===== config.mk =====
export PLATFORM = sky130hd
export DESIGN_NAME = mem_port_arbiter
export DESIGN_NICKNAME = d
export VERILOG_FILES = /design/src/rtl/mem_arb_pkg.sv /design/src/rtl/mem_arb_pick.sv /design/src/rtl/mem_port_arbiter.sv
export SDC_FILE = /design/constraint.sdc
export NUM_CORES = 1
export LEC_CHECK = 0
export ABC_CLOCK_PERIOD_IN_PS = 2800
export CAP_MARGIN = 20
export CELL_PAD_IN_SITES_DETAIL_PLACEMENT = 0
export CELL_PAD_IN_SITES_GLOBAL_PLACEMENT = 1
export CORE_AREA = 8 8 267 269
export CTS_BUF_LIST = sky130_fd_sc_hd__clkbuf_8 sky130_fd_sc_hd__clkbuf_16
export CTS_CLUSTER_DIAMETER = 50
export DETAILED_ROUTE_END_ITERATION = 12
export DIE_AREA = 0 0 275 277
export DONT_BUFFER_PORTS = 1
export PLACE_DENSITY = 0.52
export SYNTH_ARGS = -nofsm -noshare
export SYNTH_HDL_FRONTEND = slang
export SYNTH_HIERARCHICAL = 1
export SYNTH_SLANG_ARGS = --single-unit

===== constraint.sdc =====
create_clock -name clock -period 2.8 [get_ports clock]
set_clock_uncertainty 0.15 [all_clocks]
set_input_delay 0.56 -clock clock [delete_from_list [all_inputs] [get_ports clock]]
set_output_delay 0.56 -clock clock [all_outputs]
set_load 0.02 [all_outputs]

===== src/rtl/mem_arb_pkg.sv =====
// rtl/mem_arb_pkg.sv - shared state encoding and default widths for the memory port arbiter
package mem_arb_pkg;

  typedef enum logic [1:0] {
    ST_IDLE = 2'd0,
    ST_BUSY = 2'd1,
    ST_DONE = 2'd2
  } arb_state_e;

  localparam int DEF_DATA_WIDTH = 128;
  localparam int DEF_ADDR_BITS  = 15;
  localparam int TMO_CNT_W      = 16;

  function automatic int idx_width(input int n);
    return (n > 1) ? $clog2(n) : 1;
  endfunction

endpackage


===== src/rtl/mem_arb_pick.sv =====
// rtl/mem_arb_pick.sv - combinational grant selection, fixed priority or round-robin
module mem_arb_pick
  import mem_arb_pkg::*;
#(
  parameter int NUM_PORTS = 2,
  parameter int IDX_W     = idx_width(NUM_PORTS)
) (
  input  logic [NUM_PORTS-1:0] req,
  input  logic [IDX_W-1:0]     last_grant,
  input  logic                 mode,
  output logic [IDX_W-1:0]     grant,
  output logic                 any_req
);

  int idx;

  // Scans run from lowest to highest priority so the last hit is the winner.
  always_comb begin
    grant   = '0;
    any_req = |req;
    idx     = 0;
    if (mode) begin
      for (int off = NUM_PORTS; off >= 1; off--) begin
        idx = (int'(last_grant) + off) % NUM_PORTS;
        if (req[idx]) begin
          grant = IDX_W'(idx);
        end
      end
    end else begin
      for (int i = NUM_PORTS - 1; i >= 0; i--) begin
        if (req[i]) begin
          grant = IDX_W'(i);
        end
      end
    end
  end

endmodule


===== src/rtl/mem_port_arbiter.sv =====
// rtl/mem_port_arbiter.sv - shares one memory port among several request channels
module mem_port_arbiter
  import mem_arb_pkg::*;
#(
  parameter int NUM_PORTS  = 2,
  parameter int DATA_WIDTH = DEF_DATA_WIDTH,
  parameter int ADDR_BITS  = DEF_ADDR_BITS,
  parameter int RR_MODE    = 0,
  parameter int TIMEOUT    = 255
) (
  input  logic                            clock,
  input  logic                            reset,
  input  logic [NUM_PORTS-1:0]            port_req,
  input  logic [NUM_PORTS-1:0]            port_write,
  input  logic [NUM_PORTS*ADDR_BITS-1:0]  port_addr,
  input  logic [NUM_PORTS*DATA_WIDTH-1:0] port_wdata,
  output logic [NUM_PORTS-1:0]            port_rdy,
  output logic [NUM_PORTS-1:0]            port_err,
  output logic [DATA_WIDTH-1:0]           port_rdata,
  output logic                            mem_req,
  output logic                            mem_write,
  output logic [ADDR_BITS-1:0]            mem_addr,
  output logic [DATA_WIDTH-1:0]           mem_wdata,
  input  logic [DATA_WIDTH-1:0]           mem_rdata,
  input  logic                            mem_valid,
  output logic                            busy
);

  localparam int                   IDX_W    = idx_width(NUM_PORTS);
  localparam logic                 RR_EN    = 1'(RR_MODE != 0);
  localparam logic [IDX_W-1:0]     LAST_RST = IDX_W'(NUM_PORTS - 1);
  localparam logic [TMO_CNT_W-1:0] TMO_LAST = TMO_CNT_W'(TIMEOUT - 1);

  arb_state_e              state_q, state_d;
  logic [IDX_W-1:0]        grant_q, grant_d;
  logic [IDX_W-1:0]        last_q, last_d;
  logic [IDX_W-1:0]        pick;
  logic                    any_req;
  logic                    write_q, write_d;
  logic                    err_q, err_d;
  logic [ADDR_BITS-1:0]    addr_q, addr_d;
  logic [DATA_WIDTH-1:0]   wdata_q, wdata_d;
  logic [DATA_WIDTH-1:0]   rdata_q, rdata_d;
  logic [TMO_CNT_W-1:0]    cnt_q, cnt_d;

  mem_arb_pick #(
    .NUM_PORTS (NUM_PORTS),
    .IDX_W     (IDX_W)
  ) u_pick (
    .req        (port_req),
    .last_grant (last_q),
    .mode       (RR_EN),
    .grant      (pick),
    .any_req    (any_req)
  );

  always_comb begin
    state_d = state_q;
    grant_d = grant_q;
    last_d  = last_q;
    write_d = write_q;
    err_d   = err_q;
    addr_d  = addr_q;
    wdata_d = wdata_q;
    rdata_d = rdata_q;
    cnt_d   = cnt_q;
    case (state_q)
      ST_IDLE: begin
        if (any_req) begin
          grant_d = pick;
          last_d  = pick;
          write_d = port_write[pick];
          addr_d  = port_addr[pick*ADDR_BITS +: ADDR_BITS];
          wdata_d = port_wdata[pick*DATA_WIDTH +: DATA_WIDTH];
          err_d   = 1'b0;
          cnt_d   = '0;
          state_d = ST_BUSY;
        end
      end
      ST_BUSY: begin
        // A completion landing on the final timeout cycle still counts as success.
        if (mem_valid) begin
          if (!write_q) begin
            rdata_d = mem_rdata;
          end
          cnt_d   = '0;
          state_d = ST_DONE;
        end else if (cnt_q == TMO_LAST) begin
          err_d   = 1'b1;
          rdata_d = '1;
          cnt_d   = '0;
          state_d = ST_DONE;
        end else begin
          cnt_d = cnt_q + 1'b1;
        end
      end
      ST_DONE: begin
        state_d = ST_IDLE;
      end
      default: begin
        state_d = ST_IDLE;
      end
    endcase
  end

  always_ff @(posedge clock) begin
    if (reset) begin
      state_q <= ST_IDLE;
      grant_q <= '0;
      last_q  <= LAST_RST;
      write_q <= 1'b0;
      err_q   <= 1'b0;
      addr_q  <= '0;
      wdata_q <= '0;
      rdata_q <= '0;
      cnt_q   <= '0;
    end else begin
      state_q <= state_d;
      grant_q <= grant_d;
      last_q  <= last_d;
      write_q <= write_d;
      err_q   <= err_d;
      addr_q  <= addr_d;
      wdata_q <= wdata_d;
      rdata_q <= rdata_d;
      cnt_q   <= cnt_d;
    end
  end

  assign busy       = (state_q != ST_IDLE);
  assign mem_req    = (state_q == ST_BUSY);
  assign mem_write  = mem_req & write_q;
  assign mem_addr   = addr_q;
  assign mem_wdata  = wdata_q;
  assign port_rdata = rdata_q;

  always_comb begin
    port_rdy = '0;
    port_err = '0;
    for (int i = 0; i < NUM_PORTS; i++) begin
      port_rdy[i] = (state_q == ST_DONE) && (grant_q == IDX_W'(i));
      port_err[i] = port_rdy[i] & err_q;
    end
  end

endmodule

==> impl_metrics.tcl <==
set metrics [dict create \
    status "finished clean" \
    detail-route-antenna-nets 0 \
    areaGrowthSynthToFinish_pct 29.69 \
    power_switching_share_pct 31.19 \
    wl_per_cell_um 22.29 \
    pwr-share-seq_pct 42.9 \
    endpoint_kind "primary output" \
    cts_tree "built" \
    htreeDepth 2 \
    synth-main-ff-cell "dfxtp_1" \
    combPwrFrac_pct 12.7 \
    slowest_delay_ns 0.41 \
    required_ns 2.09 \
    place_inst 2151 \
    dp_hpwl_um 38240 \
    power_density_nw_per_um2 764.2 \
    vias_per_cell 4.504 \
    ys_seq_area_share_pct 45.69 \
    path_cells "nand2b_2 -> inv_1 -> buf_4 -> and2_2" \
    route.detailed.drc 0 \
    maxClockFrequency_mhz 383.4 \
    synthCells 1377 \
    fin_crit_ns 2.608 \
    track_usage_pct 12.49 \
    finalSetupViolCount 0 \
    ctsRootBufferMaster "clkbuf_16" \
    io_buffer_count 0 \
    core_area_sq_um 66800 \
    drive_gt1_share_pct 15.48 \
    synth_cell_types 45 \
    finalPower_mw 12.72 \
    grt_max_degree 304 \
    path_clk_slew_ns 0.06 \
    hold_class "in2reg" \
    netlist_area_sq_um 12840 \
    path_class "reg2out" \
    drv_cap 0 \
    rows 95 \
    die_area_sq_um 76180 \
    synthTopCellsByCount "407 x nor2_1, 293 x dfxtp_1, 166 x a211oi_1, 144 x mux2i_1, 109 x a211oi_2" \
    io_pins 699 \
    p_clk_share_pct 44.3 \
    first_iter_violations 459 \
    synth_area_leader_cell "dfxtp_1" \
    slew_headroom_pct 57.69 \
    holdPathEnd "port_rdata[16]$_SDFFE_PP0P_" \
    intPower_mw 8.754 \
    yosysWarnings 6 \
    crit_family "simple AND/OR/NAND/NOR gates" \
    overflow 0 \
    r2r_setup_slack_ns 0.23 \
    finalNonFillerCells 2365 \
    p_leak_nw 6.102 \
    finalSetupTns_ns 0 \
    antenna_found_initial 14 \
    start_kind "flip-flop" \
    grt_pass1_wl_um 73390 \
    worstPathArrival_ns 1.90 \
    path_depth 4 \
    critPathSlowestCell "dfxtp_1" \
    numCtsBuffers 45 \
    ys_ff_latch 293 \
    die_y_um 277 \
    num_vias 10652 \
    clock-sinks 293 \
    reg2reg_to "port_rdata[127]$_SDFFE_PP0P_" \
    synthTopCellsByArea "dfxtp_1 46%, nor2_1 12%, mux2i_1 11%" \
    period_share_pct 93.15 \
    nets 1874 \
    syn_nets 1800 \
    syn_area_per_cell_sq_um 9.323 \
    postRouteWirelength_um 52710 \
    synth_enable_flop_cells 0 \
    yosysMostFrequentCell "nor2_1" \
    critical_path.max_fanout 7 \
    r2r_start "state_q[1]$_SDFFE_PP0P_" \
    slew_viol_final 0 \
    async_flop_share_pct 0 \
    synth_top_cell_area_share_pct 45.69 \
    vdd_drop_max_mv 0.4818 \
    hold_path_depth 2 \
    start_util_pct 19.22 \
    hold_viol_final 0 \
    clock_latency_ns 0.59 \
    grt_pass1_vias 10765 \
    tightestPinTransition_ns 0.6347 \
    first_pass_iters 4 \
    hold_ws_ns 0.02464 \
    gp_congestion 0.7832 \
    die_w_um 275 \
    rsz0062_at_grt "false" \
    cts_max_path_buffers 3 \
    worstHoldStart "mem_rdata[16]" \
    reg2reg_depth 7 \
    critical_path_buf_inv_count 2 \
    p_switching_mw 3.968 \
]
## logic make-up (layout without fill, tap and decap cells)
logic type / Yosys count / in the layout / share of synthesized area, %
flip-flops: 293 / 293 / 45.69
other: 1 / 7 / 0.02921
buffers and inverters: 141 / 249 / 5.000
XOR/XNOR: 1 / 1 / 0.06824
AO/OA/AOI/OAI: 304 / 304 / 21.94
adder cells (fa/ha/maj): 2 / 2 / 0.1949
multiplexers: 144 / 144 / 11.23
AND/OR/NAND/NOR: 491 / 492 / 15.85
## per-layer routing
layer	up-vias	part of all wire, %	track usage (%)
li1	5084	-	-
met1	4998	35	12.72
met2	502	51	22.33
met3	66	13	6.379
met4	2	1.6	3.150
met5	-	0.025	0
## state kept, by name, indices dropped and copies added (netlist names)
signal / flops
cnt_q: 16
write_q: 1
last_q: 1
grant_q: 1
port_rdata: 128
err_q: 1
mem_wdata: 128
state_q: 2
mem_addr: 15
## cell usage in the layout, fill, tap and decap left out, types with 4 or more instances in the layout
cell / count
nand4_1: 9
and2_1: 4
a211oi_1: 166
clkbuf_16: 45
nand2_1: 14
a211oi_2: 109
diode_2: 6
dlygate4sd3_1: 122
nor3_1: 7
nand3_1: 10
a31oi_1: 6
inv_6: 5
nor4_1: 7
inv_1: 15
nand4b_1: 4
buf_12: 17
o211ai_1: 4
mux2i_1: 144
nor3b_1: 5
nand2b_1: 5
buf_4: 18
nor2_1: 407
clkinv_4: 5
nand3b_1: 5
clkbuf_8: 6
a21oi_1: 5
dfxtp_1: 293
## worst register-to-register path, delay by kind of cell, from the launching register on
| family | cells | cell delay (ns) |
|---|---|---|
| DFF | 1 | 0.41 |
| AOI/OAI and AO/OA | 1 | 0.20 |
| and+or+nand+nor | 3 | 0.60 |
| buffers and inverters | 3 | 1.12 |
## power groups by stage
stage          clock network [mW]  registers (mW)  logic (mW)
6_report                     5.64            5.46        1.62
3_3_place_gp                    0            5.57        1.31
4_1_cts                      5.85            5.48        1.58
2_1_floorplan                   0            5.37        1.14
3_5_place_dp                    0            5.57        1.36
5_1_grt                      6.02            5.52        1.80
## final cells by class
class                           count  area [sq um]
Fill cell                        7182         50150
Multi-Input combinational cell    944          6366
Sequential cell                   293          5866
Timing Repair Buffer              159          1735
Clock buffer                       51          1209
Tap cell                          873          1092
Clock inverter                     31         335.3
Inverter                            8         30.03
Antenna cell                        6         15.01
## per-stage QoR
stage | area (sq um) | utilization, % | setup WS [ns]
after floorplan | 12840 | - | 0.7086
after global placement | 13790 | 20.65 | 0.4484
after detailed placement | 13790 | 20.65 | 0.4650
after CTS | 16470 | 24.65 | 0.04303
after global routing | 16640 | 24.90 | 0.004771
final | 16650 | 24.92 | 0.1919
## timing repair
item	in CTS	in global routing
hold buffers	113	11
hold endpoints to repair	183	46
endpoints found under the setup margin	0	3
resized for setup	0	4
setup buffers	0	1
## worst max-delay path by stage
stage / from / endpoint
floorplan: port_req[1] / mem_wdata[62]$_SDFFE_PP0P_
global placement: cnt_q[0]$_SDFFE_PP0P_ / port_rdata[7]$_SDFFE_PP0P_
detailed placement: cnt_q[0]$_SDFFE_PP0P_ / port_rdata[11]$_SDFFE_PP0P_
CTS: state_q[0]$_SDFFE_PP0P_ / mem_write
global route: state_q[1]$_SDFFE_PP0P_ / port_rdata[127]$_SDFFE_PP0P_
finish: state_q[1]$_SDFFE_PP0P_ / mem_write
Power figures use the tool's default switching activity.
